## src/rtl/serial_tx_fifo.sv

```systemverilog
// serial_tx_fifo: 8N1 UART transmitter, LSB first, fed by a small byte FIFO.
// Sits behind message_printer. tx_busy holds the printer off while the FIFO
// is full or the host asserts block. block only gates the start of a frame.
module serial_tx_fifo #(
  parameter int CLK_PER_BIT = 50,
  parameter int FIFO_DEPTH  = 4
) (
  input  logic       clk,
  input  logic       rst,
  input  logic [7:0] data,
  input  logic       new_data,
  input  logic       block,
  output logic       tx_busy,
  output logic       overflow,
  output logic       tx
);

  localparam int TIMER_W = $clog2(CLK_PER_BIT);
  localparam int PTR_W   = $clog2(FIFO_DEPTH);
  localparam int CNT_W   = PTR_W + 1;

  localparam logic [TIMER_W-1:0] TIMER_LAST = TIMER_W'(CLK_PER_BIT - 1);
  localparam logic [CNT_W-1:0]   CNT_FULL   = CNT_W'(FIFO_DEPTH);

  localparam logic [1:0] ST_IDLE  = 2'd0;
  localparam logic [1:0] ST_START = 2'd1;
  localparam logic [1:0] ST_DATA  = 2'd2;
  localparam logic [1:0] ST_STOP  = 2'd3;

  // FIFO storage and bookkeeping
  logic [7:0]       mem [FIFO_DEPTH];
  logic [PTR_W-1:0] rd_ptr;
  logic [PTR_W-1:0] wr_ptr;
  logic [CNT_W-1:0] count;
  logic             fifo_full;
  logic             fifo_empty;
  logic             wr_en;
  logic             pop;

  // Transmitter state
  logic [1:0]         state;
  logic [1:0]         state_next;
  logic [TIMER_W-1:0] bit_timer;
  logic [TIMER_W-1:0] bit_timer_next;
  logic [2:0]         bit_idx;
  logic [2:0]         bit_idx_next;
  logic [7:0]         shift;
  logic [7:0]         shift_next;
  logic               tx_next;
  logic               timer_done;
  logic               can_start;

  assign fifo_full  = (count == CNT_FULL);
  assign fifo_empty = (count == '0);

  // A full FIFO rejects the write even when a pop happens in the same cycle.
  assign wr_en = new_data && !fifo_full;

  assign tx_busy = fifo_full || block;

  assign timer_done = (bit_timer == TIMER_LAST);

  // A new frame may only begin when there is data and the host permits it.
  assign can_start = !fifo_empty && !block;

  // Next-state logic for the frame sequencer; tx_next is the value the line
  // takes at the same edge as the state change, so tx stays a clean register.
  always_comb begin
    state_next     = state;
    bit_timer_next = bit_timer + TIMER_W'(1);
    bit_idx_next   = bit_idx;
    shift_next     = shift;
    tx_next        = tx;
    pop            = 1'b0;

    case (state)
      ST_IDLE: begin
        tx_next        = 1'b1;
        bit_timer_next = '0;
        if (can_start) begin
          pop        = 1'b1;
          shift_next = mem[rd_ptr];
          state_next = ST_START;
          tx_next    = 1'b0;
        end
      end

      ST_START: begin
        if (timer_done) begin
          bit_timer_next = '0;
          bit_idx_next   = '0;
          state_next     = ST_DATA;
          tx_next        = shift[0];
        end
      end

      ST_DATA: begin
        if (timer_done) begin
          bit_timer_next = '0;
          if (bit_idx == 3'd7) begin
            state_next = ST_STOP;
            tx_next    = 1'b1;
          end else begin
            shift_next   = {1'b0, shift[7:1]};
            tx_next      = shift[1];
            bit_idx_next = bit_idx + 3'd1;
          end
        end
      end

      ST_STOP: begin
        if (timer_done) begin
          bit_timer_next = '0;
          if (can_start) begin
            pop        = 1'b1;
            shift_next = mem[rd_ptr];
            state_next = ST_START;
            tx_next    = 1'b0;
          end else begin
            state_next = ST_IDLE;
            tx_next    = 1'b1;
          end
        end
      end

      default: begin
        state_next     = ST_IDLE;
        bit_timer_next = '0;
        tx_next        = 1'b1;
      end
    endcase
  end

  // Register the sequencer; reset drops any frame in flight and idles the line.
  always_ff @(posedge clk) begin
    if (rst) begin
      state     <= ST_IDLE;
      bit_timer <= '0;
      bit_idx   <= '0;
      shift     <= '0;
      tx        <= 1'b1;
    end else begin
      state     <= state_next;
      bit_timer <= bit_timer_next;
      bit_idx   <= bit_idx_next;
      shift     <= shift_next;
      tx        <= tx_next;
    end
  end

  // Pointer, occupancy and sticky overflow tracking; reset empties the FIFO.
  always_ff @(posedge clk) begin
    if (rst) begin
      rd_ptr   <= '0;
      wr_ptr   <= '0;
      count    <= '0;
      overflow <= 1'b0;
    end else begin
      if (wr_en) begin
        wr_ptr <= wr_ptr + PTR_W'(1);
      end
      if (pop) begin
        rd_ptr <= rd_ptr + PTR_W'(1);
      end
      case ({wr_en, pop})
        2'b10:   count <= count + CNT_W'(1);
        2'b01:   count <= count - CNT_W'(1);
        default: count <= count;
      endcase
      if (new_data && fifo_full) begin
        overflow <= 1'b1;
      end
    end
  end

  // Byte storage needs no reset; occupancy decides what is valid.
  always_ff @(posedge clk) begin
    if (wr_en) begin
      mem[wr_ptr] <= data;
    end
  end

endmodule

```

## config.mk

```make
export PLATFORM = sky130hd
export DESIGN_NAME = serial_tx_fifo
export DESIGN_NICKNAME = d
export VERILOG_FILES = /design/src/rtl/serial_tx_fifo.sv
export SDC_FILE = /design/constraint.sdc
export NUM_CORES = 1
export LEC_CHECK = 0
export BUFFER_PORTS_ARGS = -buffer_cell sky130_fd_sc_hd__buf_4
export CORE_AREA = 2 2 83 85
export CTS_CLUSTER_SIZE = 16
export DETAILED_ROUTE_END_ITERATION = 10
export DIE_AREA = 0 0 85 87
export GPL_TIMING_DRIVEN = 0
export PLACE_DENSITY_LB_ADDON = 0.3
export SYNTH_ARGS = -nofsm -noshare
export SYNTH_HDL_FRONTEND = slang
export SYNTH_SLANG_ARGS = --single-unit
```

## constraint.sdc

```tcl
create_clock -name clk -period 7.3 [get_ports clk]
set_input_delay 0.365 -clock clk [delete_from_list [all_inputs] [get_ports clk]]
set_output_delay 0.365 -clock clk [all_outputs]
set_load 0.005 [all_outputs]
```

======== After elaboration in Yosys (flattened, before gate mapping) ========
Memory sizes are Yosys's and may differ from the RTL's. A register that Yosys moved wholly into a read port is not among the register bits.
Cells that the tools add are included.
operators by class
  $add $sub $neg .......................... 6
  multipliers ............................. 0
  div/mod/pow operators ................... 0
  order comparisons ....................... 0
  equal/unequal tests ..................... 14
  shift operators ......................... 0
  mux-type cells .......................... 32
  bitwise gates (word level) .............. 0
  reduce and logical (&&, ||, !) cells .... 17
operators by type and width
  operator                                                          count
  8-bit 2-to-1 mux                                                  4
  8-bit one-hot mux with 3 select lines                             1
  2-bit 2-to-1 mux                                                  7
  2-bit inequality test (second input constant)                     6
  3-bit one-hot mux with 2 select lines                             2
  6-bit one-hot mux with 2 select lines                             1
  1-bit 2-to-1 mux                                                  10
  3-bit 2-to-1 mux                                                  3
  2-bit one-hot mux with 4 select lines                             1
  4-bit AND reduction                                               2
  3-bit by 1-bit adder with 3-bit output (second input constant)    2
  6-bit by 1-bit adder with 6-bit output (second input constant)    1
  2-bit == test (second input constant)                             3
  3-bit == test (second input constant)                             2
  6-bit == test (second input constant)                             1
  6-bit 2-to-1 mux                                                  1
  5-bit AND reduction                                               1
  2-bit by 1-bit adder with 2-bit output (second input constant)    2
  2-bit by 1-bit == test with 1-bit output (second input constant)  2
  1-bit one-hot mux with 4 select lines                             1
  2-bit nonzero test                                                2
  1-bit logical AND                                                 3
  1-bit logical NOT                                                 3
  3-bit logical NOT                                                 1
  7 further kinds                                                   7
word-level totals
  register bits after elaboration ......... 28
  bits in latches ......................... 0
  memory bits (writable) .................. 32
  memory bits (read-only) ................. 0
  bits of input ports ..................... 12
  output and inout bits ................... 3
  memories ................................ 1
memory list
  memory  depth  bits a word  read ports  clocked after memory_dff  write ports  RTL line  source
  mem     4      8            1           1                         1            31        logic [7:0] mem [FIFO_DEPTH];

======== Longest topological paths before layout ========
Gate-level depths: netlist (run 1).
  word-level depth ........................ 8
  gate-level depth with buffers ........... 12

======== Worst setup path after synthesis (run 1) ========
No wires, ideal clock.
  path kind ............................... register to register
  from .................................... register bit_timer[0]
  to ...................................... register count[2]
  library setup time ...................... 0.071 ns
  arrival ................................. 2.489 ns
  slack ................................... 4.740 ns
  stages on the path, launching flop included .. 12
  buffers on the path ..................... 1
  cell sequence ........................... dfxtp_1 > ha_1 > nor4bb_1 > buf_4 > a31oi_1 > nor3_1 > ha_1 > inv_1 > fa_1 > xor2_1 > or3_1 > a21oi_1
on the way
  longest elaborated chain between the ends .. 5
  elaborated cells between the ends (all ways) .. 7
  classes of those cells .................. 3 x eq/ne; 3 x mux; 1 x reduce/logical
ends and longest elaborated chain
  what                                                                                RTL line  source
  from (decl)                                                                         43        logic [TIMER_W-1:0] bit_timer;
  from (signal assigned)                                                              144       bit_timer <= bit_timer_next;
  6-bit == test *                                                                     61        assign timer_done = (bit_timer == TIMER_LAST);
  1-bit 2-to-1 mux *                                                                  112       if (timer_done) begin
  1-bit one-hot mux with 2 select lines *                                             76        case (state)
  named net pop                                                                       38        logic pop;
  2-bit by 1-bit == test with 1-bit output / 2-bit == test (equally long branches)    165       case ({wr_en, pop})
  3-bit one-hot mux with 2 select lines / 2-bit nonzero test (equally long branches)  -
  to (signal assigned)                                                                166       2'b10: count <= count + CNT_W'(1);
  to (signal assigned)                                                                167       2'b01: count <= count - CNT_W'(1);
  to (signal assigned)                                                                168       default: count <= count;
  to (decl)                                                                           34        logic [CNT_W-1:0] count;
The timed path passes the listed nets; every way through them passes the cells marked *.
A chain may end at the register's enable or synchronous reset.

======== Final worst setup path (run 1) ========
Ends and elaborated chain as after synthesis.

==> flow_metrics.tcl, run 1 <==
set metrics [dict create \
    status "complete, no violations" \
    ys.flop_type "edfxtp_1" \
    place_ws_ns 4.41 \
    drc 0 \
    fin_crit_sh_pct 40.1 \
    slew_viol_final 0 \
    grt_overflow 0 \
    worstPathArrival_ns 3.20 \
    worst_pin_slew_ns 0.629 \
    period_needed_ns 2.93 \
    wire_per_inst_um 14.0 \
    io_pins 15 \
    drt-initial-drc-count 100 \
    p_comb_share_pct 29.6 \
    synth.avg_cell_area_sq_um 12.7 \
    fmax_mhz 341 \
    chipHeight_um 87 \
    startpoint "bit_timer[0]" \
    critPathKind "register to register" \
    track_usage_pct 13.9 \
    place_congestion 0.699 \
    synthTopCellsByCount "32 x edfxtp_1, 30 x dfxtp_1, 25 x nor2_1" \
    p_sw_uw 336 \
    ant_nets 0 \
    p_per_area_mw_per_mm2 331 \
    placed_cells 318 \
    r2r-start "bit_timer[0]" \
    final_core_utilization_pct 49.5 \
    setup_viol 0 \
    intPower_uw 740 \
    wl_um 4660 \
    finalHoldViolCount 0 \
    p_leak_nw 1.20 \
    ff2ff_path_depth 11 \
    synthTopCellsByArea "edfxtp_1 34%, dfxtp_1 21%, mux4_2 6.3%" \
    first_pass_iters 4 \
    peakVddDrop_mv 0.164 \
    synth_most_common_cell "edfxtp_1" \
    syn-cell-area_sq_mm 0.00285 \
    synth_top_cell_by_area "edfxtp_1" \
    critPathLaunchType "register" \
    via_per_inst 5.02 \
    clk_latency_ns 0.33 \
    synth_edf_count 32 \
    path_max_fanout 8 \
    async_reset_ff_share_pct 0 \
    die_area_sq_mm 0.00740 \
    die_w_um 85 \
    holdCritStartpoint "data[6]" \
    antenna_cells 0 \
    required_ns 7.57 \
    yosysSeqAreaShare_pct 54.9 \
    layout.nets 276 \
    ys_ff_latch 62 \
    synth_top_area_share_pct 33.8 \
    drive_above_1_share_pct 23.2 \
    synth_nets 251 \
    core_area_sq_mm 0.00657 \
    cts_resized 0 \
    htree_levels 3 \
    hp-class "primary input to register" \
    start_util_pct 43.3 \
    tns_ns 0 \
    worst_setup_path_end_kind "register" \
    finalNonFillerCells 334 \
    skew_ns 0.0107 \
    synth_warnings 0 \
    cts_buffers 9 \
    p_sw_share_pct 31.2 \
    holdBufCountCts 0 \
    vias 1677 \
    antenna_found_initial 0 \
    hpwl_um 3130 \
    cts.clk_slew.worst_paths_ns 0.08 \
    clockPowerShare_pct 28.4 \
    finalWorstSetupSlack_ns 4.37 \
    clock_sinks 62 \
    fp-row-count 30 \
    maxCapViolCount 0 \
    grt_max_degree 14 \
    numPortBuffers 14 \
    syn2layout_area_growth_pct 14.3 \
    cts_tree "yes" \
    cts_setup_buffers 0 \
    grt_pass1_wl_um 7980 \
    synthCells 224 \
    hold_depth 1 \
    root_buffer "clkbuf_8" \
    clk_path_buf_depth 2 \
    slew_headroom_pct 58.1 \
    pwr-share-seq_pct 41.9 \
    rsz0062_at_grt "no" \
    synth_cell_types 43 \
    grt_pass1_vias 1708 \
]
-- sequential cells by signal, summed over array words and instances, names as in the netlist, named ones only --
register	cells
mem	32
shift	8
bit_timer	6
bit_idx	3
count	3
rd_ptr	2
state	2
wr_ptr	2
overflow	1
tx	1
-- worst paths after layout --
check	endpoint	slack (ns)
worst max register to register	count[2]	4.37
worst min register to register	bit_timer[0]	0.47
worst max-delay path	count[2]	4.37
worst min-delay path	mem[0][6]	0.22
-- routing by layer --
metal	global-route usage (%)	share of wire [%]
met5	0	0
met4	6.06	1.7
met3	4.08	2.5
met2	22.9	48
met1	17.0	47
-- critical path, stage by stage, from the launching register on --
cell      delay [ns]
dfxtp_1         0.38
ha_1            0.16
nor4bb_1        0.28
buf_4           0.21
a31oi_1         0.12
nor3_1          0.41
ha_1            0.27
inv_1           0.06
fa_1            0.37
xor2_1          0.16
or3_1           0.31
a21oi_1         0.13
-- cells in the final DEF (no fill, tap or decap), types with 4 or more instances in the layout --
| cell type | n |
|---|---|
| and2_1 | 4 |
| mux4_2 | 8 |
| ha_1 | 14 |
| buf_4 | 15 |
| nor2b_1 | 10 |
| dfxtp_1 | 30 |
| edfxtp_1 | 32 |
| xor2_1 | 4 |
| a21oi_1 | 9 |
| inv_1 | 10 |
| clkbuf_8 | 11 |
| o21ai_0 | 8 |
| mux2_4 | 7 |
| inv_6 | 4 |
| clkbuf_1 | 6 |
| nor2_1 | 25 |
| mux2i_1 | 9 |
-- through the flow --
| step | hold slack [ns] | area, sq um | power, mW |
|---|---|---|---|
| 6_report | 0.225 | 3250 | 1.08 |
| 5_1_grt | 0.213 | 3250 | 1.14 |
| 4_1_cts | 0.210 | 3250 | 1.08 |
| 3_5_place_dp | 0.460 | 3050 | 0.778 |
| 3_3_place_gp | 0.443 | 3050 | 0.772 |
| 2_1_floorplan | 0.429 | 2850 | 0.706 |
-- logic make-up after synthesis --
group / after synthesis / share of synthesized area (%)
DFF: 62 / 54.9
buffers and inverters: 22 / 4.05
xor gates and xnor gates: 7 / 2.15
muxes: 27 / 14.4
and+or+nand+nor: 64 / 11.9
adders and majority gates: 15 / 6.86
AOI/OAI and AO/OA: 27 / 5.81
-- power by group through the flow --
stage / sequential [mW] / clock, mW / combinational [mW]
finish: 0.451 / 0.306 / 0.319
CTS: 0.451 / 0.312 / 0.321
detailed placement: 0.458 / 0 / 0.320
floorplan: 0.451 / 0 / 0.255
global route: 0.457 / 0.328 / 0.357
global placement: 0.457 / 0 / 0.315
-- final cells by class --
| class | instances | area (sq um) |
|---|---|---|
| buffer | 12 | 77.6 |
| clock buffer | 9 | 124 |
| clock inverter | 7 | 77.6 |
| fill | 583 | 3320 |
| inverter | 10 | 37.5 |
| multi-input combinational | 140 | 1170 |
| sequential | 62 | 1560 |
| tap | 80 | 100 |
| timing repair buffer | 14 | 105 |
Power figures use the tool's default switching activity.
==> run 2: changes to the inputs <==
Settings changed: ABC_AREA set to 1, CORE_AREA 2 2 83 85 to 2 2 85 87, DIE_AREA 0 0 85 87 to 0 0 87 89.
Clock period 7.3 ns to 3 ns, I/O delays scaled along.
==> run 2 against run 1 <==
Net effect:
- flip-flop and latch count stayed put
- first-iteration DRC count is 56% higher
- highest routed layer unchanged
- final cell count is 40% higher
- global-route usage is 2.4 points higher
- sequential share of layout area is 3.1 points lower
==> flow_metrics.tcl, run 2 <==
set metrics [dict create \
    synth_top_area_share_pct 32.4 \
    clock_sinks 62 \
    grt_max_degree 14 \
    fin_crit_sh_pct 80.6 \
    layout.nets 411 \
    vias 2251 \
    cts_tree "yes" \
    synth_most_common_cell "nand2_1" \
    drt-initial-drc-count 156 \
    fmax_mhz 414 \
    p_per_area_mw_per_mm2 920 \
    antenna_found_initial 0 \
    rsz0062_at_grt "no" \
    synth_cell_types 30 \
    grt_overflow 0 \
    synthCells 351 \
    synth_warnings 0 \
    post-route-cell-area_sq_mm 0.00348 \
    path_cells "inv_1, ha_1, nor2_1, nand2_1, inv_1, ha_1, inv_1, fa_1, a21oi_1, o21ai_0, o21ai_0, a21oi_1" \
    slew_viol_final 0 \
    cpMostUsedCell "inv_1" \
    clk_path_buf_depth 2 \
    slew_headroom_pct 44.1 \
    tns_ns 0 \
    worst_pin_slew_ns 0.836 \
    drive_above_1_share_pct 13.6 \
    path_max_fanout 5 \
    hpwl_um 3890 \
    syn-cell-area_sq_mm 0.00297 \
    die_area_sq_mm 0.00774 \
    critPathKind "register to register" \
    clk_latency_ns 0.35 \
    synthTopCellsByArea "edfxtp_1 32%, dfxtp_1 20%, nand2_1 16%" \
    core_area_sq_mm 0.00672 \
    worstPathArrival_ns 2.65 \
    root_buffer "clkbuf_8" \
    cts_buffers 9 \
    critPathLaunchType "register" \
    final_cell_mix "127 x nand2_1, 39 x inv_1, 39 x nor2_1, 32 x edfxtp_1, 30 x dfxtp_1" \
    required_ns 3.23 \
    first_pass_iters 4 \
    via_per_inst 4.80 \
    synth_edf_count 32 \
    finalHoldViolCount 0 \
    path_delay_family "adder cells" \
    cts.clk_slew.worst_paths_ns 0.08 \
    htree_levels 3 \
    grt_pass1_wl_um 9520 \
    antenna_cells 0 \
    cpMaxStageDelayCell "dfxtp_1" \
    final_common_cell "nand2_1" \
    chipHeight_um 89 \
    drc 0 \
    wire_per_inst_um 12.1 \
    yosysSeqAreaShare_pct 52.7 \
    start_util_pct 44.1 \
    place_area_sq_mm 0.00317 \
    cts_setup_buffers 0 \
    maxCapViolCount 0 \
    wl_um 5660 \
    fp-row-count 30 \
    largest_register "mem" \
    place_congestion 0.808 \
    largest_reg_flops 32 \
    critPathBufInv 3 \
    numPortBuffers 14 \
    syn2layout_area_growth_pct 17.3 \
    hp-class "primary input to register" \
    whs_ns 0.0194 \
    peakVddDrop_mv 0.417 \
    largestRegisters "mem: 32 flops, shift: 8 flops, bit_timer: 6 flops" \
    synth_nets 378 \
    ys.flop_type "edfxtp_1" \
    async_reset_ff_share_pct 0 \
    worst_setup_path_end_kind "register" \
    ant_nets 0 \
    die_w_um 87 \
    synth_top_cell_by_area "edfxtp_1" \
    setup_viol 0 \
    grt_pass1_vias 2141 \
    ys_ff_latch 62 \
    io_pins 15 \
    skew_ns 0.0117 \
    synthTopCellsByCount "127 x nand2_1, 39 x inv_1, 39 x nor2_1" \
    track_usage_pct 16.3 \
    final_core_utilization_pct 51.8 \
    p_leak_nw 1.58 \
    status "complete, no violations" \
    fillers 624 \
    synth.avg_cell_area_sq_um 8.45 \
    period_needed_ns 2.42 \
    max_stage_delay_ns 0.40 \
]
[run 2: cell count changes after synthesis, moves of 4 or more]
cell,previous run,this run
inv_1,10,39
mux2_4,7,0
and2_1,4,0
mux2i_1,9,0
mux4_2,8,0
nand2_1,3,127
clkbuf_1,6,0
nand3_1,3,12
nor2_1,25,39
nor2b_1,10,0
nand2_2,1,5
[run 2: final cells by class]
cell class | count | area [sq um] | share of cell area (%)
flip-flops and latches | 62 | 1560 | 44.9
multi-input cells | 239 | 1180 | 34.0
repair buffers | 22 | 185 | 5.33
inverters | 42 | 158 | 4.53
clock buffers | 9 | 124 | 3.56
clock inverters | 7 | 103 | 2.95
well taps | 80 | 100 | 2.88
plain buffers | 8 | 63.8 | 1.84
[run 2: timing repair]
action,in CTS,in global routing
hold buffers,8,0
gates resized for setup,0,0
hold endpoints to repair,26,0
[run 2: through the flow]
step                power, mW  setup WS, ns  std cells
floorplan                2.10         0.855        351
global placement         2.33         0.676        445
detailed placement       2.37         0.623        445
CTS                      3.22         0.600        469
global route             3.48         0.422        469
finish                   3.20         0.582        469
[run 2: final timing paths]
path,slack [ns],cells past startpoint,end,startpoint
setup / recovery,0.58,12,count[2],state[0]
hold / removal,0.02,2,overflow,rst
hold reg to reg,0.46,1,count[0],count[0]
setup reg to reg,0.58,12,count[2],state[0]
[run 2: per-layer routing]
| layer | track usage (%) | wire, um | share of wire [%] |
|---|---|---|---|
| met2 | 26.0 | 2710 | 48 |
| met5 | 0 | 0 | 0 |
| met1 | 20.4 | 2600 | 46 |
| met3 | 3.69 | 207 | 3.7 |
| met4 | 9.38 | 139 | 2.5 |
[run 2: where the power goes]
part | leakage [nW] | switching (mW) | internal, mW
registers | 0.540 | 0.0832 | 1.05
logic | 0.933 | 0.761 | 0.458
clock network | 0.111 | 0.365 | 0.479
[run 2: logic make-up (layout without fill, tap and decap cells)]
| logic type | Yosys count | in the layout | share of synthesized area [%] |
|---|---|---|---|
| simple gates | 195 | 195 | 27.8 |
| flops | 62 | 62 | 52.7 |
| xor+xnor | 1 | 1 | 0.295 |
| buf+inv | 50 | 88 | 7.47 |
| compound gates | 28 | 28 | 5.19 |
| fa+ha+maj | 15 | 15 | 6.58 |
==> run 3: changes to the inputs <==
Clock period 3 ns to 1.9 ns, I/O delays scaled along.
==> run 3 against run 2 <==
Net effect:
- final cell count is 3.2% higher
- the run now ends with negative setup slack left
- clock-buffer cell count did not move
- final area rose by 5.7%
- combinational power rose by 88%
- critical endpoint unchanged
- worst setup slack worse by 0.63 ns
- clock skew increased by 0.00061 ns
- sequential share of layout area decreased by 2.2 points
==> flow_metrics.tcl, run 3 (synthesis gave the netlist of run 2 again) <==
set metrics [dict create \
    place_congestion 0.775 \
    start_util_pct 44.1 \
    chipHeight_um 89 \
    wl_um 5930 \
    slew_viol_final 0 \
    cpMaxStageDelayCell "dfxtp_4" \
    reg2reg_to "count[2]" \
    fin_crit_sh_pct 103 \
    maxCapViolCount 0 \
    cts_buffers 9 \
    cts_tree "yes" \
    antenna_cells 0 \
    fmax_mhz 513 \
    max_stage_delay_ns 0.37 \
    finalHoldViolCount 0 \
    numPortBuffers 14 \
    fp-row-count 30 \
    critPathLaunchType "register" \
    finalWorstSetupSlack_ns -0.0489 \
    htree_levels 3 \
    root_buffer "clkbuf_8" \
    required_ns 2.14 \
    skew_ns 0.0123 \
    period_needed_ns 1.95 \
    via_per_inst 4.81 \
    p_leak_nw 1.66 \
    path_cells "inv_4, ha_4, nor2_4, nand2_4, inv_4, ha_4, inv_4, fa_2, a21oi_2, o21ai_1, o21ai_1, a21oi_1" \
    largest_reg_flops 32 \
    p_per_area_mw_per_mm2 1440 \
    clock_sinks 62 \
    cpMostUsedCell "inv_4" \
    grt_pass1_vias 2260 \
    cts.clk_slew.worst_paths_ns 0.07 \
    clk_path_buf_depth 2 \
    grt_max_degree 14 \
    setup_viol 1 \
    wl_met3_um 212 \
    clk_latency_ns 0.35 \
    rsz0062_at_grt "yes" \
    startpoint "state[0]" \
    final_core_utilization_pct 54.7 \
    largest_register "mem" \
    antenna_found_initial 0 \
    ant_nets 0 \
    drc 0 \
    worstPathArrival_ns 2.18 \
    hp-class "primary input to register" \
    worst_setup_path_end_kind "register" \
    peakVddDrop_mv 0.678 \
    syn2layout_area_growth_pct 23.9 \
    power.total_mw 5.30 \
    violations "negative setup slack" \
    final_cell_mix "124 x nand2_1, 38 x nor2_1, 32 x edfxtp_1, 31 x inv_1, 28 x buf_4" \
    whs_ns 0.184 \
    vias 2327 \
    wl_met2_um 2860 \
    wire_per_inst_um 12.3 \
    final_common_cell "nand2_1" \
    grt_overflow 0 \
    io_pins 15 \
    largestRegisters "mem: 32 flops, shift: 8 flops, bit_timer: 6 flops" \
    path_max_fanout 5 \
    worst_pin_slew_ns 0.813 \
    top_layer_used "met4" \
    die_w_um 87 \
    status "finished with violations" \
    rrSetupSlack_ns -0.05 \
    layout.nets 426 \
    critPathKind "register to register" \
    drive_above_1_share_pct 22.3 \
    crit_path_end "count[2]" \
    ff2ff_path_depth 12 \
    drt-initial-drc-count 119 \
    core_area_sq_mm 0.00672 \
    slew_headroom_pct 45.6 \
    grt_pass1_wl_um 10000 \
    hpwl_um 3870 \
    track_usage_pct 17.0 \
    wl_met1_um 2730 \
    die_area_sq_mm 0.00774 \
    first_pass_iters 4 \
    r2r-start "state[0]" \
]
-- run 3: changes by cell type in the layout (fill, tap and decap cells not counted), moves of 3 or more --
cell	delta
buf_4	+13
dfxtp_1	-4
inv_2	+5
dfxtp_2	+3
ha_4	+3
inv_1	-8
inv_4	+3
ha_1	-4
nand2_1	-3
-- run 3: final cells by class --
| class | instances | area (sq um) |
|---|---|---|
| buffer | 8 | 63.8 |
| clock inverter | 7 | 81.3 |
| clock buffer | 9 | 124 |
| timing repair buffer | 37 | 303 |
| fill | 622 | 3040 |
| sequential | 62 | 1570 |
| tap | 80 | 100 |
| inverter | 42 | 165 |
| multi-input combinational | 239 | 1270 |
-- run 3: worst min path at each step --
stage	startpoint	endpoint	slack [ns]	cells after the start
finish	new_data	wr_ptr[0]	0.18	3
global route	block	tx	0.20	5
CTS	rst	shift[7]	-0.04	2
detailed placement	data[6]	mem[3][6]	0.30	1
global placement	data[4]	mem[2][4]	0.30	1
floorplan	rst	overflow	0.16	1
-- run 3: critical path: cells and delay by family, from the launching register on --
| kind | cells | cell delay [ns] |
|---|---|---|
| AO/OA/AOI/OAI | 4 | 0.40 |
| adder cells (fa/ha/maj) | 3 | 0.74 |
| buffers and inverters | 3 | 0.15 |
| flip-flops | 1 | 0.37 |
| AND/OR/NAND/NOR | 2 | 0.18 |
-- run 3: through the flow --
stage | TNS [ns] | setup WS (ns) | cells | area, sq um
floorplan | -0.00325 | -0.00325 | 351 | 2990
global placement | -0.120 | -0.120 | 445 | 3190
detailed placement | -0.182 | -0.156 | 445 | 3190
CTS | -0.0758 | -0.0758 | 482 | 3620
global route | -0.359 | -0.189 | 484 | 3670
finish | -0.0489 | -0.0489 | 484 | 3670
-- run 3: what timing repair did --
| action | 4_1_cts | 5_1_grt |
|---|---|---|
| pin swaps | 6 | 6 |
| hold buffers | 10 | 1 |
| buffers inserted | 11 | 2 |
| endpoints found under the setup margin | 2 | 40 |
| resized for setup | 14 | 12 |
| endpoints found under the hold margin | 36 | 3 |
-- run 3: where the power goes --
| part | total, mW | internal [mW] | switching (mW) |
|---|---|---|---|
| sequential | 1.81 | 1.67 | 0.137 |
| clock | 1.20 | 0.623 | 0.576 |
| combinational | 2.29 | 0.963 | 1.33 |
-- run 3: per-layer routing --
metal	global-route usage, %	vias to the layer above
li1	-	1204
met1	20.5	1077
met2	28.5	33
met3	4.62	13
met4	7.95	0
met5	0	-
